`src/rtl/alu_operand_entry.sv`:
```
// Debounced single-button entry of two 4-bit ALU operands and a 3-bit opcode.
// Optional macro ALU_ENTRY_SYNC_EN adds 2-flop synchronizers on btn and clr.
module alu_operand_entry #(
    parameter int DB_CYCLES = 16
) (
    input  logic       clk,
    input  logic       rst,
    input  logic [3:0] sw,
    input  logic       btn,
    input  logic       clr,
    output logic [3:0] a,
    output logic [3:0] b,
    output logic [2:0] op,
    output logic [1:0] phase,
    output logic       valid,
    output logic       start
);

    // Handshake: no ready/valid flow control here. valid is a level that is high
    // for the whole S_SHOW visit; start marks only its first cycle.
    typedef enum logic [1:0] {
        S_A    = 2'd0,
        S_B    = 2'd1,
        S_OP   = 2'd2,
        S_SHOW = 2'd3
    } state_t;

    localparam logic [15:0] DB_LAST = 16'(DB_CYCLES - 1);

    logic        w_btn;
    logic        w_clr;
    logic [15:0] r_db_cnt;
    logic        r_db_level;
    logic        r_db_prev;
    logic        r_step;

    state_t      r_state, w_state_nxt;
    logic [3:0]  r_a, w_a_nxt;
    logic [3:0]  r_b, w_b_nxt;
    logic [2:0]  r_op, w_op_nxt;
    logic        r_start, w_start_nxt;

`ifdef ALU_ENTRY_SYNC_EN
    logic r_btn_s1, r_btn_s2, r_clr_s1, r_clr_s2;

    always_ff @(posedge clk or posedge rst) begin
        if (rst) begin
            r_btn_s1 <= 1'b0;
            r_btn_s2 <= 1'b0;
            r_clr_s1 <= 1'b0;
            r_clr_s2 <= 1'b0;
        end else begin
            r_btn_s1 <= btn;
            r_btn_s2 <= r_btn_s1;
            r_clr_s1 <= clr;
            r_clr_s2 <= r_clr_s1;
        end
    end

    assign w_btn = r_btn_s2;
    assign w_clr = r_clr_s2;
`else
    assign w_btn = btn;
    assign w_clr = clr;
`endif

    // The counter tracks cycles of disagreement; the toggle fires on the edge it would hit DB_CYCLES.
    always_ff @(posedge clk or posedge rst) begin
        if (rst) begin
            r_db_cnt   <= 16'd0;
            r_db_level <= 1'b0;
            r_db_prev  <= 1'b0;
            r_step     <= 1'b0;
        end else begin
            r_db_prev <= r_db_level;
            r_step    <= r_db_level & ~r_db_prev;
            if (w_btn == r_db_level) begin
                r_db_cnt <= 16'd0;
            end else if (r_db_cnt == DB_LAST) begin
                r_db_cnt   <= 16'd0;
                r_db_level <= ~r_db_level;
            end else begin
                r_db_cnt <= r_db_cnt + 16'd1;
            end
        end
    end

    always_ff @(posedge clk or posedge rst) begin
        if (rst) begin
            r_state <= S_A;
            r_a     <= 4'd0;
            r_b     <= 4'd0;
            r_op    <= 3'd0;
            r_start <= 1'b0;
        end else begin
            r_state <= w_state_nxt;
            r_a     <= w_a_nxt;
            r_b     <= w_b_nxt;
            r_op    <= w_op_nxt;
            r_start <= w_start_nxt;
        end
    end

    // clr wins over a coincident step; the step pulse is simply dropped.
    always_comb begin
        w_state_nxt = r_state;
        w_a_nxt     = r_a;
        w_b_nxt     = r_b;
        w_op_nxt    = r_op;
        w_start_nxt = 1'b0;
        if (w_clr) begin
            w_state_nxt = S_A;
            w_a_nxt     = 4'd0;
            w_b_nxt     = 4'd0;
            w_op_nxt    = 3'd0;
        end else if (r_step) begin
            case (r_state)
                S_A: begin
                    w_a_nxt     = sw;
                    w_state_nxt = S_B;
                end
                S_B: begin
                    w_b_nxt     = sw;
                    w_state_nxt = S_OP;
                end
                S_OP: begin
                    w_op_nxt    = sw[2:0];
                    w_state_nxt = S_SHOW;
                    w_start_nxt = 1'b1;
                end
                default: begin
                    w_state_nxt = S_A;
                end
            endcase
        end
    end

    assign a     = r_a;
    assign b     = r_b;
    assign op    = r_op;
    assign phase = r_state;
    assign valid = (r_state == S_SHOW);
    assign start = r_start;

endmodule

```
`config.mk`:
```
export PLATFORM = sky130hd
export DESIGN_NAME = alu_operand_entry
export DESIGN_NICKNAME = d
export VERILOG_FILES = /design/src/rtl/alu_operand_entry.sv
export SDC_FILE = /design/constraint.sdc
export NUM_CORES = 1
export LEC_CHECK = 0
export BUFFER_PORTS_ARGS = -buffer_cell sky130_fd_sc_hd__buf_4
export CORE_ASPECT_RATIO = 0.9
export CORE_MARGIN = 3
export CORE_UTILIZATION = 47
export CTS_CLUSTER_SIZE = 14
export DETAILED_ROUTE_END_ITERATION = 8
export GPL_ROUTABILITY_DRIVEN = 0
export PLACE_DENSITY_LB_ADDON = 0.08
export SETUP_SLACK_MARGIN = 0.02
export SYNTH_ARGS = -nofsm -noshare
export SYNTH_HDL_FRONTEND = slang
export SYNTH_SLANG_ARGS = --single-unit
export TNS_END_PERCENT = 10
```
`constraint.sdc`:
```
create_clock -name clk -period 2.1 [get_ports clk]
set_clock_uncertainty 0.15 [all_clocks]
set_input_delay 0.105 -clock clk [delete_from_list [all_inputs] [get_ports clk]]
set_output_delay 0.105 -clock clk [all_outputs]
set_load 0.01 [all_outputs]
```
==> results <==
- Across every metal layer, demand over resource in global routing totals 0.172.
- The number of top-level pins is 23.
- The initial standard-cell utilization of the core is 0.501.
- After legalization and detailed placement, the total HPWL measured 2.11 mm.
- For this run, the detailed router's first-pass iteration total came to 5.
- Synthesis produced a netlist with a net count of roughly 160.
- The die covers 4050 um^2.
- The reg-to-reg endpoint is a[3].
- For this run, the top clock speed supported by timing is approximately 520 MHz.
- VDD sags by at most 0.000370 V.
- The source of the worst register-to-register timing path is phase[0].
- The CTS tree is built.
- Setup repair after global routing left no endpoint under its margin.
- Entering global routing, the biggest net connects 34 pins.
- In this run the post-CTS setup repair buffer count came out at 0.
- The clock latency at the later pin of the worst-skew pair is roughly 0.28 ns.
- The row count is 19.
- In this run the most critical hold path is launched from r_db_prev.
- Of the total power, the share spent switching nets is 0.239.
- The category of the worst setup path launch point is a flip-flop.
- The synthesized instance count is 150.
- In this design, the critical path's most frequently occurring cell is nand2_1.
- The mean instance size in the synthesized netlist is 10.4 um^2.
- From bottom edge to top edge, the die measures 60.7 um.
- Buffers placed on the I/O ports in this run total 22.
- The cell area that synthesis handed to floorplanning was 1560 um^2.
- For this run, the post-layout net count is 196.
- The depth of the most critical reg-to-reg path is 6.
- The clock input transition at the sequential cells of the worst setup and hold paths is ~0.060 ns.
- The part of the power in the clock network is 0.355.
- The number of distinct library cells after synthesis is 25.
- Setup slack on the worst reg-to-reg path comes out at about 0.17 ns.
- In the finished design, the share of the clock period the worst path needs comes to 0.919.
- The chip width is 66.8 um.
- The worst max-slew margin expressed relative to the limit is 0.647.
- In the final layout, the share of cells above drive strength 1 is 0.207.
- STA puts the critical path data required time at roughly 2.1 ns.
- Dividing the detail-routed via count by the number of cells gives ~5.1.
- The number of antenna violations at the first check in global routing is 0.
- The final-report hold violation count was 0.
- Walking the worst path, the cells encountered are inv_1 -> ha_1 -> nand2_1 -> nand2_1 -> a21oi_1 -> dlygate4sd3_1.
- The library cells used most frequently in the layout, excluding fill and tap cells, are 33 x dfrtp_1, 23 x buf_4, 17 x nor2_1, 17 x nand2_1, 16 x nand3_1.
- The number of sinks handled by clock tree synthesis is 33.
- For this run, the number of Yosys warnings is 0.
- The number of fill cells is 273.
- The synthesized design contains 33 register bits.
- The repair_antennas step left the layout with diodes totalling 0.
- In this run, the number of DRC markers left after iteration 0 of detailed routing was 40.
- The root cell of the clock tree is clkbuf_8.
- The highest net fanout along the worst path is 5.
- Leaving out fill and tap cells, the most frequent cell in the layout is dfrtp_1.
- After detailed routing, the average wire length per cell comes to 13.1 um.
- The critical path class is reg2reg.
- The post-cts gate resize count is 0.
- For the final routed database, the setup TNS stands at 0 ns.
- The core box area is between 3000 and 4000 um^2.
- The final count of pins violating max slew is 0.
- The power per cell area is 648 nW/um^2.
- The DRC violations left is 0.
- Of the total power, registers draw 0.550.
- The kind of cell with the highest combined delay on the critical path is buffers and inverters.
- On the worst path, the slowest cell contributes a delay of 0.56 ns.
- The wire length of the first global-routing pass is 5.04 mm.
- The maximum clock path buffer count is 2.
- The analysis attributes to cell leakage a power of 0.000870 uW.
- Counting buffers and inverters, the worst setup path is 6 cells deep.
- Counting both buffers and inverters, the worst setup path holds a total of 2.
- Of the total power, combinational logic draws 0.094.
- The routed layout has about 1,200 vias.
- The worst setup path is captured at a flip-flop.
- The H-tree level count is 2.
- Counting the buffers created by CTS gives 5.
- The internal portion of the total power is 945 uW.
- From synthesis to final layout, the design area changed by 22.5%.
- The net switching power is 296 uW.
- For this run, the register share of the synthesized area comes to 0.529.
- The cell type of the slowest stage on the worst timing path is dlygate4sd3_1.
- The remaining antenna violation count is 0.
- The flow ran to the end, and the final reports show no timing, DRC or antenna violations.
- Setup violations remaining at the end of the flow were counted as 0.
- In this run the cell area measured after placement is 1750 um^2.
- The number of stages on the worst hold path is 1.
- The data arrival time of the critical path is 1.94 ns.
- The tool flagged a number of max-cap violations equal to 0.
- The final wirelength is 2.95 mm.
- The destination of the worst hold path is r_step.
- The overall overflow remaining after global route is 0.
- The via count of the first global-routing pass is around 1,100.
- After layout, the minimum clock period comes to 1.93 ns.
- The final non-filler cell area is about 1900 um^2.
- For the pin with the worst max-slew slack, the measured transition is 0.530 ns.
- The worst hold path belongs to the class reg2reg.
sequential cells by signal, summed over array words and instances (netlist names):
name,count
r_db_cnt,16
a,4
b,4
op,3
phase,2
r_db_level,1
r_db_prev,1
r_step,1
start,1
worst reg2reg max path, stage by stage (launching register included):
cell and delay, ns:
dfrtp_1 0.43, inv_1 0.10, ha_1 0.25, nand2_1 0.14, nand2_1 0.11, a21oi_1 0.06
dlygate4sd3_1 0.56
power by group through the flow:
stage          Combinational, uW  Clock (uW)  Sequential, uW
2_1_floorplan               67.2           0             689
3_3_place_gp                 105           0             692
3_5_place_dp                 107           0             694
4_1_cts                      119         459             682
5_1_grt                      133         484             686
6_report                     117         441             683
Yosys cell counts, drive strengths merged:
| cell | n | area, um^2 |
|---|---|---|
| dfrtp | 33 | 826 |
| nor2 | 19 | 76.3 |
| nand2 | 18 | 70.1 |
| nand3 | 16 | 80.1 |
| a21oi | 11 | 55.1 |
| xnor2 | 11 | 96.3 |
| nand4 | 6 | 65.1 |
| nor4 | 6 | 65.1 |
| ha | 5 | 62.6 |
| inv | 5 | 18.8 |
| xor2 | 5 | 43.8 |
| nor3 | 4 | 20.0 |
| clkbuf | 3 | 11.3 |
| and3 | 2 | 12.5 |
| buf | 2 | 22.5 |
| and4 | 1 | 8.76 |
| mux2 | 1 | 11.3 |
| mux2i | 1 | 10.0 |
| nor2b | 1 | 6.26 |
how the worst max path moves through the flow:
stage                      startpoint          end
final                        phase[0]         a[3]
after global routing         phase[0]         a[3]
after CTS                    phase[0]         a[3]
after detailed placement  r_db_cnt[0]  r_db_cnt[2]
after global placement    r_db_cnt[0]  r_db_cnt[0]
after floorplan           r_db_cnt[0]   r_db_level
cells by family after synthesis:
group                      share of synthesized area
muxes                                         0.0136
and+or+nand+nor                                0.259
adders and majority gates                     0.0401
DFF                                            0.529
AOI/OAI and AO/OA                             0.0353
xor gates and xnor gates                      0.0897
buffers and inverters                         0.0337
repair_timing:
item,CTS,global route
hold buffers,8,0
hold endpoints to repair,48,0
endpoints found under the setup margin,0,0
routing by layer:
metal	wire length [um]	track usage	vias to the layer above	part of all wire
met4	53	0.0957	0	0.018
met2	1310	0.239	23	0.45
li1	-	-	577	-
met5	0	0	-	0
met1	1460	0.246	556	0.49
met3	123	0.0444	7	0.042
layout make-up:
class                      instances  area (um^2)  share of cell area
sequential                        33          826               0.432
multi-input combinational        107          683               0.357
timing repair buffer              31          253               0.132
clock buffer                       8         80.1              0.0419
tap                               42         52.6              0.0275
inverter                           5         18.8             0.00981
through the flow:
step                      utilization  setup slack, ns  instances  total power, uW  hold WS [ns]
after global placement          0.563            0.355        210              797        0.0673
final                           0.614            0.171        226             1240         0.256
after global routing            0.614           0.0582        226             1300         0.266
after detailed placement        0.563            0.331        210              801        0.0821
after floorplan                     -            0.513        150              757        0.0181
after CTS                       0.614            0.196        226             1260         0.260
(Power assumes the default switching activity.)
